===== src/rtl/axi_wr_beat_gen.sv =====
// AXI4 write-channel slave front end for a 64-bit bus: walks one AW burst beat
// by beat, qualifies WSTRB against the legal lane mask and drives a registered memory write port.
module axi_wr_beat_gen #(
  parameter int ADDR_W = 32,
  parameter int ID_W   = 4
) (
  input  logic              clk,
  input  logic              rst_n,
  input  logic              awvalid,
  output logic              awready,
  input  logic [ID_W-1:0]   awid,
  input  logic [ADDR_W-1:0] awaddr,
  input  logic [7:0]        awlen,
  input  logic [2:0]        awsize,
  input  logic [1:0]        awburst,
  input  logic              wvalid,
  output logic              wready,
  input  logic [63:0]       wdata,
  input  logic [7:0]        wstrb,
  input  logic              wlast,
  output logic              bvalid,
  input  logic              bready,
  output logic [ID_W-1:0]   bid,
  output logic [1:0]        bresp,
  output logic              mem_we,
  output logic [ADDR_W-1:0] mem_addr,
  output logic [63:0]       mem_wdata,
  output logic [7:0]        mem_be
);
  typedef enum logic [1:0] {IDLE, DATA, RESP} state_t;

  // Beat addresses stay size-aligned, so the shifted mask never spills past lane 7.
  function automatic logic [7:0] lane_mask(input logic [2:0] lo, input logic [2:0] size);
    logic [7:0] m;
    case (size)
      3'd0:    m = 8'h01;
      3'd1:    m = 8'h03;
      3'd2:    m = 8'h0F;
      default: m = 8'hFF;
    endcase
    return m << lo;
  endfunction

  state_t            state_q, state_d;
  logic              awready_q, awready_d, wready_q, wready_d, bvalid_q, bvalid_d;
  logic [ID_W-1:0]   id_q, id_d;
  logic [7:0]        len_q, len_d, cnt_q, cnt_d;
  logic [2:0]        size_q, size_d;
  logic [1:0]        burst_q, burst_d;
  logic [ADDR_W-1:0] cur_addr_q, cur_addr_d;
  logic              err_q, err_d, aw_err_q, aw_err_d;
  logic              mem_we_q, mem_we_d;
  logic [ADDR_W-1:0] mem_addr_q, mem_addr_d;
  logic [63:0]       mem_wdata_q, mem_wdata_d;
  logic [7:0]        mem_be_q, mem_be_d;

  logic [7:0]        mask;
  logic [ADDR_W-1:0] sz, bnd, next_addr;
  logic              wrap_len_ok, aw_bad, is_last;

  always_comb begin
    state_d     = state_q;
    awready_d   = awready_q;
    wready_d    = wready_q;
    bvalid_d    = bvalid_q;
    id_d        = id_q;
    len_d       = len_q;
    size_d      = size_q;
    burst_d     = burst_q;
    cur_addr_d  = cur_addr_q;
    cnt_d       = cnt_q;
    err_d       = err_q;
    aw_err_d    = aw_err_q;
    mem_we_d    = 1'b0;
    mem_addr_d  = mem_addr_q;
    mem_wdata_d = mem_wdata_q;
    mem_be_d    = mem_be_q;

    mask        = lane_mask(cur_addr_q[2:0], size_q);
    sz          = ADDR_W'(1) << size_q;
    bnd         = ADDR_W'({1'b0, len_q} + 9'd1) << size_q;
    is_last     = (cnt_q == len_q);
    wrap_len_ok = (awlen == 8'd1) || (awlen == 8'd3) || (awlen == 8'd7) || (awlen == 8'd15);
    aw_bad      = (awsize > 3'd3) || (awburst == 2'b11) || ((awburst == 2'b10) && !wrap_len_ok);

    case (burst_q)
      2'b01:   next_addr = cur_addr_q + sz;
      2'b10:   next_addr = (cur_addr_q & ~(bnd - ADDR_W'(1))) |
                           ((cur_addr_q + sz) & (bnd - ADDR_W'(1)));
      default: next_addr = cur_addr_q;
    endcase

    case (state_q)
      IDLE: begin
        if (awvalid && awready_q) begin
          state_d    = DATA;
          awready_d  = 1'b0;
          wready_d   = 1'b1;
          id_d       = awid;
          len_d      = awlen;
          size_d     = awsize;
          burst_d    = awburst;
          cur_addr_d = awaddr & ~((ADDR_W'(1) << awsize) - ADDR_W'(1));
          cnt_d      = 8'd0;
          err_d      = aw_bad;
          aw_err_d   = aw_bad;
        end
      end
      DATA: begin
        if (wvalid && wready_q) begin
          mem_we_d    = !aw_err_q;
          mem_be_d    = wstrb & mask;
          mem_addr_d  = {cur_addr_q[ADDR_W-1:3], 3'b000};
          mem_wdata_d = wdata;
          cur_addr_d  = next_addr;
          cnt_d       = cnt_q + 8'd1;
          err_d       = err_q | ((wstrb & ~mask) != 8'h00);
          // Either end marker closes the burst; disagreement between them is an error.
          if (wlast || is_last) begin
            state_d  = RESP;
            wready_d = 1'b0;
            bvalid_d = 1'b1;
            if (wlast != is_last) err_d = 1'b1;
          end
        end
      end
      RESP: begin
        if (bready) begin
          state_d   = IDLE;
          bvalid_d  = 1'b0;
          awready_d = 1'b1;
          err_d     = 1'b0;
          aw_err_d  = 1'b0;
        end
      end
      default: state_d = IDLE;
    endcase
  end

  always_ff @(posedge clk or negedge rst_n) begin
    if (!rst_n) begin
      state_q     <= IDLE;
      awready_q   <= 1'b1;
      wready_q    <= 1'b0;
      bvalid_q    <= 1'b0;
      id_q        <= '0;
      len_q       <= '0;
      size_q      <= '0;
      burst_q     <= '0;
      cur_addr_q  <= '0;
      cnt_q       <= '0;
      err_q       <= 1'b0;
      aw_err_q    <= 1'b0;
      mem_we_q    <= 1'b0;
      mem_addr_q  <= '0;
      mem_wdata_q <= '0;
      mem_be_q    <= '0;
    end else begin
      state_q     <= state_d;
      awready_q   <= awready_d;
      wready_q    <= wready_d;
      bvalid_q    <= bvalid_d;
      id_q        <= id_d;
      len_q       <= len_d;
      size_q      <= size_d;
      burst_q     <= burst_d;
      cur_addr_q  <= cur_addr_d;
      cnt_q       <= cnt_d;
      err_q       <= err_d;
      aw_err_q    <= aw_err_d;
      mem_we_q    <= mem_we_d;
      mem_addr_q  <= mem_addr_d;
      mem_wdata_q <= mem_wdata_d;
      mem_be_q    <= mem_be_d;
    end
  end

  assign awready   = awready_q;
  assign wready    = wready_q;
  assign bvalid    = bvalid_q;
  assign bid       = id_q;
  assign bresp     = bvalid_q ? {err_q, 1'b0} : 2'b00;
  assign mem_we    = mem_we_q;
  assign mem_addr  = mem_addr_q;
  assign mem_wdata = mem_wdata_q;
  assign mem_be    = mem_be_q;
endmodule

===== config.mk =====
export PLATFORM = sky130hd
export DESIGN_NAME = axi_wr_beat_gen
export DESIGN_NICKNAME = d
export VERILOG_FILES = /design/src/rtl/axi_wr_beat_gen.sv
export SDC_FILE = /design/constraint.sdc
export NUM_CORES = 1
export LEC_CHECK = 0
export CELL_PAD_IN_SITES_DETAIL_PLACEMENT = 0
export CELL_PAD_IN_SITES_GLOBAL_PLACEMENT = 1
export CORE_MARGIN = 3
export CORE_UTILIZATION = 34
export CTS_BUF_LIST = sky130_fd_sc_hd__clkbuf_8
export DETAILED_ROUTE_END_ITERATION = 16
export MAX_ROUTING_LAYER = met4
export PLACE_DENSITY_LB_ADDON = 0.1
export SYNTH_ARGS = -nofsm -noshare
export SYNTH_HDL_FRONTEND = slang
export SYNTH_SLANG_ARGS = --single-unit

===== constraint.sdc =====
create_clock -name clk -period 3.5 [get_ports clk]
set_input_delay 1.05 -clock clk [delete_from_list [all_inputs] [get_ports clk]]
set_output_delay 1.05 -clock clk [all_outputs]
set_load 0.1 [all_outputs]

Word level (Yosys, flattened, before mapping)
Cells that the tools add are included.

Output and inout bits: 114. Word-level logic and storage cells: 115. Register bits: 166.

Add/sub/neg operators: 5. Muxes and demuxes: 33. Reduce and logical (&&, ||, !) cells: 27. Order comparisons: 1. Shifts and indexed selects: 4. Bitwise operators: 10. Eq/ne operators: 19.

Operators by type and width (number): case mux 32 bit (2 select lines) (2); bitwise AND 32 bit (3); two-way mux 32 bit (2); NOT 32 bit (2); << shifter 1 x 3 -> 32 bit (first input constant) (2); subtractor 32 x 1 -> 32 bit (second input constant) (2); adder 32 bit (1); OR 32 bit (1); << shifter 9 x 3 -> 32 bit (1); case mux 8 bit (3 select lines) (1); AND reduction 4 bit (5); bitwise AND 8 bit (2); two-way mux 8 bit (2); case mux 8 bit (2 select lines) (1); two-way mux 1 bit (14); two-way mux 2 bit (5); adder 8 x 1 -> 9 bit (second input constant) (1); adder 8 x 1 -> 8 bit (second input constant) (1); equality test 2 bit (second input constant) (4); equality test 8 x 1 -> 1 bit (second input constant) (1); equality test 8 x 2 -> 1 bit (second input constant) (1); equality test 8 x 3 -> 1 bit (second input constant) (1); equality test 8 x 4 -> 1 bit (second input constant) (1); equality test 8 bit (1); 23 further kinds (42).

Longest topological paths before layout
Gate-level depths: netlist of the first run.

Word-level depth: 11. Gate-level depth with buffers: 16. Gate-level depth less buffers: 14.

Least setup slack after synthesis of the first run
No wires, ideal clock.

Path type: register to register. From: reg size_q[2]. To: reg with a tool-made name. Data required time: 3.366 ns. Period minus slack after synthesis: 3.373 ns. Library setup time: 0.134 ns. Setup slack: 0.127 ns. Stages on the path, launching flop included: 15. Arrival: 3.239 ns. Cell sequence: dfrtp_1 buf_2 nor3_1 ha_1 inv_1 fa_1 nor2b_1 o21ai_0 a21oi_1 o21ai_0 a21oi_1 nand4_1 or2_2 a311oi_1 o211ai_1.

RTL lines: start: declaration (RTL line 48) `logic [2:0] size_q, size_d;`; start signal: assignment (RTL line 165) `size_q <= size_d;`.

==> results, run 1 <==
- The sequential cell area in the final layout is 4160 um^2.
- The family with the most delay on the worst path is simple AND/OR/NAND/NOR gates.
- The residual DRC count is 0.
- In this run the power density over the cells is 276 nW/um^2.
- The CTS tree is yes.
- Setup repair after global routing could not meet its margin everywhere.
- Among all stages on the critical path, the largest delay is contributed by sky130_fd_sc_hd__dfrtp_1.
- The cell count after synthesis is 1,182.
- The floorplan step defined a core boundary enclosing 28,000 um^2.
- The critical path is of the register to register type.
- The post-place instance area is 12,700 um^2.
- The share of async-settable or async-resettable flops after synthesis is 1.00.
- The area share of the largest cell type after synthesis is 0.423.
- The via count of the first global-routing pass is 9,237.
- The cell area that synthesis handed to floorplanning was 9760 um^2.
- Traced cell by cell, the critical path runs through buf_12 -> inv_1 -> nor3_1 -> ha_1 -> or2_2 -> a21boi_0 -> a211oi_1 -> buf_4 -> and2_1 -> and4_1 -> nand3_1 -> mux2i_1 -> o21ai_0.
- The setup-violating endpoint count in the final report is 0.
- The clock network fraction of total power is 0.400.
- At the later pin of the worst-skew pair, clock insertion delay measures 0.48 ns.
- At the worst endpoint, the required time is 3.86 ns.
- The routability-driven placement congestion ratio is 0.909.
- The portion of total power attributed to combinational logic is 0.072.
- The beginning of the worst hold path is aw_err_q.
- The final net count is 1,593.
- In this run, the number of DRC markers left after iteration 0 of detailed routing was 691.
- During placement, the flow inserted port buffers numbering 236.
- The cell depth of the worst setup path is 13.
- CTS placed an instance of sky130_fd_sc_hd__clkbuf_8 at the clock tree root.
- The cell taking the most area after synthesis is sky130_fd_sc_hd__dfrtp_1.
- The reported max-cap violation count is 0.
- The depth of the most critical reg-to-reg path is 13.
- From left edge to right edge, the die measures 175 um.
- The register-to-register setup slack is 0.22 ns.
- The minimum clock period is 3.28 ns.
- The global-route wire length before repair is 52,200 um.
- Of the total power, the share spent switching nets is 0.278.
- After global routing the overflow that remains totals 0.
- In this run the critical register-to-register path is launched from size_q[2].
- After routing, the total negative slack on setup checks comes to 0 ns.
- The detailed-routing iteration count for the pre-antenna-repair pass is 5.
- In the final routed layout, each cell accounts on average for 18.0 um.
- The finished cells cover 13,100 um^2.
- The count of nets left with antenna violations once routing finished came out at 0.
- The number of antenna violations at the first check in global routing is 1.
- In this run the worst path has a maximum fanout of 33.
- For this run, the total global-route usage over all layers was measured as 0.219.
- The average cell area after synthesis is 8.25 um^2.
- The aggregate routed wire length is 33,000 um.
- The depth of the worst hold-timing path is 1.
- The total die area is 30,800 um^2.
- The standby leakage power is 6.37 nW.
- Power comes to 3.62 mW.
- The hold violation total from the final report is 0.
- Clock tree synthesis found a total of 166 sinks.
- The synthesized netlist contains 80 unique library cells.
- For the pin with the worst max-slew slack, the measured transition is 1.23 ns.
- The estimated wirelength of the detail-placed design is 24,700 um.
- The kind of end point of the critical path is a register.
- The count of hold-fix buffers inserted at cts is 0.
- The headroom to the max-slew limit is 0.176.
- Clock tree synthesis inserted a total of 17 buffers.
- The number of levels in the clock H-tree is 4.
- Clock-pin slew was measured on the worst setup and hold paths at 0.11 ns.
- Using the TritonRoute via totals, the vias-per-cell ratio works out to 5.15.
- The final route contains 9,467 vias.
- The max-slew violation count is 0.
- The run finished with clean final reports.
- The die is 175 um tall.
- Entering global routing, the biggest net connects 67 pins.
- The area growth from synthesis to layout is 34.7%.
- The number of cells in the finished layout apart from fillers is 1,837.
- For hold timing, the worst endpoint is mem_we.
- Including well taps, the total number of placed cells is 1,804.
- Leaving out fill and tap cells, the most frequent cells in the layout are sky130_fd_sc_hd__nand2_1 (369), sky130_fd_sc_hd__buf_4 (186), sky130_fd_sc_hd__dfrtp_1 (165), sky130_fd_sc_hd__clkdlybuf4s50_1 (125), sky130_fd_sc_hd__nor2_1 (64).
- The Yosys step of the flow raised 0 warnings.
- The combined area of the multi-input logic cells is 5210 um^2.
- The switching power of the nets is 1.01 mW.
- The most used flip-flop cell after synthesis is sky130_fd_sc_hd__dfrtp_1.
- The worst setup slack after placement is -0.197 ns.
- The nature of the critical path startpoint is a register.
- In this run, synthesis inferred 0 flip-flops with an integrated enable.
- The layout has 2,793 filler cells.
- The data arrival time of the critical path is 3.63 ns.
- The initial utilization of the core area, before any placement, comes to 0.348.
- Counting both buffers and inverters, the worst setup path holds a total of 3.
- Yosys attributes the largest share of cell area to sky130_fd_sc_hd__dfrtp_1 (42%), sky130_fd_sc_hd__nand2_1 (14%), sky130_fd_sc_hd__o21ai_0 (3.2%).
- In this run the worst hold path is classified as register to register.
- The internal power of the cells totals 2.62 mW.
- For this run, the top clock speed supported by timing is 305 MHz.
- In this run the count of I/O pins placed on the die edge is 241.
- The final critical-path setup slack is 0.221 ns.
- The maximum clock skew at final layout is 0.0279 ns.
- Leaving out fill and tap cells, the most frequent cell in the layout is sky130_fd_sc_hd__nand2_1.
- On the worst path, the slowest cell contributes a delay of 0.43 ns.
- The fraction of layout instances using a drive strength above 1 is 0.194.
- The site row count is 61.
- The share of total power dissipated in sequential elements is 0.529.
- VDD sags by at most 0.225 mV.
- The post-synthesis sequential element count is 166.
- The share of the yosys chip area belonging to registers is 0.426.
- The number of buffers on the longest clock path is 2.
- Of the available clock period, the critical path in the final layout requires 0.937.
-- through the flow --
stage,util,hold slack [ns]
2_1_floorplan,-,0.419
3_3_place_gp,0.453,0.456
3_5_place_dp,0.453,0.461
4_1_cts,0.468,0.464
5_1_grt,0.469,0.482
6_report,0.469,0.460
-- cell families after synthesis --
logic type               Yosys count  synth area share
other                              1          0.000384
buffers and inverters            105            0.0471
XOR/XNOR                          38            0.0341
adder cells (fa/ha/maj)           21            0.0277
multiplexers                      27            0.0304
AND/OR/NAND/NOR                  589             0.269
flip-flops                       166             0.426
AO/OA/AOI/OAI                    235             0.165
-- Yosys cell counts, types with 4 or more instances --
| cell | instances |
|---|---|
| sky130_fd_sc_hd__nand3_1 | 33 |
| sky130_fd_sc_hd__mux2_2 | 21 |
| sky130_fd_sc_hd__a211o_1 | 4 |
| sky130_fd_sc_hd__a21o_1 | 10 |
| sky130_fd_sc_hd__mux2i_1 | 6 |
| sky130_fd_sc_hd__nor4_1 | 11 |
| sky130_fd_sc_hd__nor2b_1 | 9 |
| sky130_fd_sc_hd__nor3_1 | 25 |
| sky130_fd_sc_hd__and4_1 | 4 |
| sky130_fd_sc_hd__nand4_1 | 14 |
| sky130_fd_sc_hd__nand2b_1 | 12 |
| sky130_fd_sc_hd__a32oi_1 | 6 |
| sky130_fd_sc_hd__buf_2 | 15 |
| sky130_fd_sc_hd__o22ai_1 | 6 |
| sky130_fd_sc_hd__o311ai_1 | 4 |
| sky130_fd_sc_hd__buf_4 | 8 |
| sky130_fd_sc_hd__and3_1 | 10 |
| sky130_fd_sc_hd__dfrtp_1 | 165 |
| sky130_fd_sc_hd__nand4b_1 | 6 |
| sky130_fd_sc_hd__o31ai_1 | 4 |
| sky130_fd_sc_hd__o2111ai_1 | 4 |
| sky130_fd_sc_hd__o21a_1 | 6 |
| sky130_fd_sc_hd__a2111oi_0 | 4 |
| sky130_fd_sc_hd__a21oi_1 | 43 |
| sky130_fd_sc_hd__xor2_1 | 21 |
| sky130_fd_sc_hd__and2_1 | 5 |
| sky130_fd_sc_hd__inv_1 | 26 |
| sky130_fd_sc_hd__a21boi_0 | 5 |
| sky130_fd_sc_hd__a22oi_1 | 9 |
| sky130_fd_sc_hd__ha_1 | 20 |
| sky130_fd_sc_hd__a311oi_1 | 4 |
| sky130_fd_sc_hd__a211oi_1 | 11 |
| sky130_fd_sc_hd__or3_1 | 4 |
| sky130_fd_sc_hd__nand2_1 | 369 |
| sky130_fd_sc_hd__xnor2_1 | 17 |
| sky130_fd_sc_hd__o21ai_0 | 63 |
| sky130_fd_sc_hd__a31oi_1 | 7 |
| sky130_fd_sc_hd__a22o_1 | 4 |
| sky130_fd_sc_hd__clkbuf_1 | 42 |
| sky130_fd_sc_hd__a221oi_1 | 4 |
| sky130_fd_sc_hd__buf_1 | 9 |
| sky130_fd_sc_hd__o211ai_1 | 14 |
| sky130_fd_sc_hd__nor2_1 | 65 |
-- worst max path at each step --
| stage | start | to |
|---|---|---|
| 6_report | size_q[2] | register |
| 5_1_grt | size_q[0] | register |
| 4_1_cts | size_q[0] | register |
| 3_5_place_dp | awvalid | register |
| 3_3_place_gp | wvalid | register |
| 2_1_floorplan | size_q[2] | register |
-- power by group through the flow --
stage,clock network (mW),logic (mW),registers [mW]
after CTS,1.51,0.265,1.92
final,1.45,0.259,1.92
after global routing,1.59,0.282,1.92
after detailed placement,0,0.263,1.95
after floorplan,0,0.0522,1.95
after global placement,0,0.264,1.95
-- repair_timing --
| item | in CTS | in global routing |
|---|---|---|
| endpoints found under the setup margin | 0 | 16 |
| gates resized for setup | 0 | 8 |
| hold endpoints to repair | 0 | 0 |
| setup buffers | 0 | 0 |
-- per-layer routing --
layer | global-route usage | vias up | routed length (um)
met3 | 0.0402 | 49 | 1590
met5 | - | - | 0
met1 | 0.296 | 4556 | 15300
li1 | - | 4602 | -
met4 | 0.0595 | 0 | 837
met2 | 0.339 | 260 | 15300
-- layout make-up --
class,instances,area share
flip-flops and latches,166,0.316
inverters,28,0.00799
clock inverters,15,0.0141
repair buffers,318,0.211
multi-input cells,914,0.396
well taps,378,0.0360
clock buffers,17,0.0178
diodes,1,0.000190
(Power assumes the default switching activity.)
==> run 2, diff against run 1 <==
--- a/config.mk
+++ b/config.mk
@@ -7,6 +7,7 @@
 export LEC_CHECK = 0
 export CELL_PAD_IN_SITES_DETAIL_PLACEMENT = 0
 export CELL_PAD_IN_SITES_GLOBAL_PLACEMENT = 1
+export CORE_ASPECT_RATIO = 0.7
 export CORE_MARGIN = 3
 export CORE_UTILIZATION = 34
 export CTS_BUF_LIST = sky130_fd_sc_hd__clkbuf_8
==> run 2 against run 1 <==
Sequential cell count unchanged. Utilization rose by 0.38 points. Clock power increased by 8%. Die area rose by 0.10%. Sequential share of layout area shrank 0.25 points. Combinational power about the same. Global-route usage grew 1.1 points. First-iteration DRC count increased by 0.72%.
==> results, run 2 (same netlist as run 1, synthesis figures left out) <==
- The run finished with clean final reports.
- The kind of end point of the critical path is a register.
- Subtracting the final worst setup slack from the clock period gives 3.31 ns.
- The number of antenna violations at the first check in global routing is 0.
- The number of clock sinks is 166.
- STA classifies the critical path startpoint as a register.
- Of all nets on the critical path, the largest fanout is 13.
- The core region is 28,000 um^2.
- Of the available clock period, the critical path in the final layout requires 0.945.
- The final net count is 1,603.
- The routed design has 34,500 um of wire.
- The detailed-routing iteration count for the pre-antenna-repair pass is 5.
- After detailed placement, the total cell area comes to 12,800 um^2.
- The startpoint identified for the worst hold timing path is aw_err_q.
- Once detail routing completed, the nets flagged for antenna violations numbered 0.
- Dividing the detail-routed wire length by the instance count gives 18.8 um.
- Cell internal power was estimated by the tool at 2.82 mW.
- The startpoint-to-endpoint class of the critical path is register to register.
- The effective utilization at floorplan is 0.348.
- The depth of the most critical reg-to-reg path is 12.
- The final-layout setup total negative slack is 0 ns.
- Across every metal layer, demand over resource in global routing totals 0.230.
- The via count of the first global-routing pass is 9,379.
- For this design the top-level I/O count stands at 241.
- Setup violations remaining at the end of the flow were counted as 0.
- The depth of the worst hold-timing path is 1.
- Summed over all cells, the static leakage comes to 6.44 nW.
- The fraction of layout instances using a drive strength above 1 is 0.202.
- The global-route wire length before repair is 54,200 um.
- The headroom to the max-slew limit is 0.503.
- For this run, design rule violations remaining after detail routing come to 0.
- The switching share of power is 0.245.
- The maximum VDD drop is 0.254 mV.
- The part of the total power dissipated in sequential elements is 0.513.
- The share of total power dissipated in the clock network is 0.417.
- The routability-driven placement congestion ratio is 0.914.
- Setup slack closes at 0.192 ns.
- The max-slew violation count was 0.
- Clock skew on the completed layout was measured at 0.0162 ns.
- The port buffer count is 236.
- The power density relative to cell area is 282 nW/um^2.
- The floorplan has 51 rows.
- The area growth from synthesis to layout is 35.9%.
- The number of fillers in the final layout is 2,793.
- The portion of total power attributed to combinational logic is 0.069.
- The TritonCTS buffer count is 17.
- The number of vias per cell after detailed routing is 5.17.
- Counting along the longest clock path gives a buffer depth of 2.
- The switching power of the nets is 0.915 mW.
- Leaving out fill and tap cells, the most frequent cells in the layout are sky130_fd_sc_hd__nand2_1 (369), sky130_fd_sc_hd__buf_4 (194), sky130_fd_sc_hd__dfrtp_1 (164), sky130_fd_sc_hd__clkdlybuf4s50_1 (125), sky130_fd_sc_hd__nor2_1 (63).
- The estimated wirelength of the detail-placed design is 26,200 um.
- The worst register-to-register path has a setup slack of 0.19 ns.
- The violation count after the first detailed-routing iteration is 696.
- The die covers 30,800 um^2.
- The die is 208 um wide.
- The hold violation total from the final report is 0.
- The repair_antennas step left the layout with diodes totalling 0.
- The total congestion overflow after global routing is 0.
- The slew at the pin closest to its max-slew limit is 0.745 ns.
- The tightest min-delay check is of the register to register type.
- STA puts the critical path data required time at 3.85 ns.
- The path with the worst hold slack has its endpoint at mem_we.
- The number of levels in the clock H-tree is 4.
- The clock slew at the register clock pins of the worst setup and hold paths is 0.10 ns.
- The final cell area excluding filler cells is 13,300 um^2.
- The tool flagged a number of max-cap violations equal to 0.
- Leaving out fill and tap cells, the most frequent cell in the layout is sky130_fd_sc_hd__nand2_1.
- The data arrival time of the critical path is 3.66 ns.
- The CTS tree is yes.
- Setup repair after global routing left no endpoint under its margin.
- Entering global routing, the biggest net connects 69 pins.
- Derived from the worst setup path, the maximum achievable clock frequency is 302 MHz.
- The worst register-to-register path begins at len_q[1].
- The tree is rooted in a sky130_fd_sc_hd__clkbuf_8.
- The number of vias after detailed routing is 9,514.
- Clock latency on the worst-skew pair, taken at its later pin, is 0.48 ns.
- The die height is 148 um.
- Before CTS, the worst setup slack after placement is 0.0805 ns.
-- run 2: critical path: stages, from the launching register on --
cell and delay, ns:
sky130_fd_sc_hd__dfrtp_1 0.36, sky130_fd_sc_hd__buf_4 0.23, sky130_fd_sc_hd__nand3_1 0.12, sky130_fd_sc_hd__xnor2_1 0.28
sky130_fd_sc_hd__buf_4 0.23, sky130_fd_sc_hd__a2111oi_2 0.34, sky130_fd_sc_hd__a32o_2 0.19, sky130_fd_sc_hd__or3b_4 0.41
sky130_fd_sc_hd__or2_1 0.34, sky130_fd_sc_hd__o21ai_4 0.27, sky130_fd_sc_hd__buf_4 0.18, sky130_fd_sc_hd__a31o_2 0.15
sky130_fd_sc_hd__o211ai_1 0.09
-- run 2: worst max-delay path by stage --
stage	from	depth (start not counted)	end	slack (ns)
6_report	len_q[1]	12	register	0.19
5_1_grt	len_q[1]	11	register	0.006
4_1_cts	size_q[2]	14	register	0.04
3_5_place_dp	size_q[2]	14	register	0.08
3_3_place_gp	size_q[2]	14	register	0.13
2_1_floorplan	size_q[2]	14	register	0.13
-- run 2: metal layers --
| layer | up-vias | wire length, um | part of all wire | global-route usage |
|---|---|---|---|---|
| li1 | 4629 | - | - | - |
| met1 | 4583 | 17200 | 0.50 | 0.341 |
| met2 | 281 | 14500 | 0.42 | 0.315 |
| met3 | 21 | 2600 | 0.075 | 0.0647 |
| met4 | 0 | 262 | 0.0076 | 0.0408 |
| met5 | - | 0 | 0 | - |
-- run 2: layout make-up --
class,count,area (um^2),area share
Multi-Input combinational cell,914,5220,0.394
Sequential cell,166,4160,0.314
Timing Repair Buffer,328,2880,0.217
Tap cell,371,464,0.0350
Clock buffer,19,262,0.0197
Clock inverter,13,173,0.0130
Inverter,28,105,0.00793
-- run 2: stage by stage --
stage / hold WS (ns) / util / power [mW] / cells
6_report: 0.457 / 0.473 / 3.73 / 1839
5_1_grt: 0.479 / 0.473 / 3.88 / 1839
4_1_cts: 0.459 / 0.472 / 3.78 / 1839
3_5_place_dp: 0.452 / 0.456 / 2.22 / 1807
3_3_place_gp: 0.441 / 0.456 / 2.22 / 1807
2_1_floorplan: 0.419 / - / 2.01 / 1185
-- run 2: what timing repair did --
| action | 4_1_cts | 5_1_grt |
|---|---|---|
| resized for setup | 0 | 12 |
| hold buffers | 0 | 0 |
| buffers inserted | 0 | 0 |
| endpoints found under the setup margin | 0 | 17 |
-- run 2: power groups by stage --
stage	Sequential [mW]	Clock [mW]	Combinational (mW)
after global placement	1.95	0	0.263
after CTS	1.92	1.60	0.264
after detailed placement	1.95	0	0.262
after floorplan	1.95	0	0.0522
after global routing	1.92	1.68	0.283
final	1.92	1.56	0.259
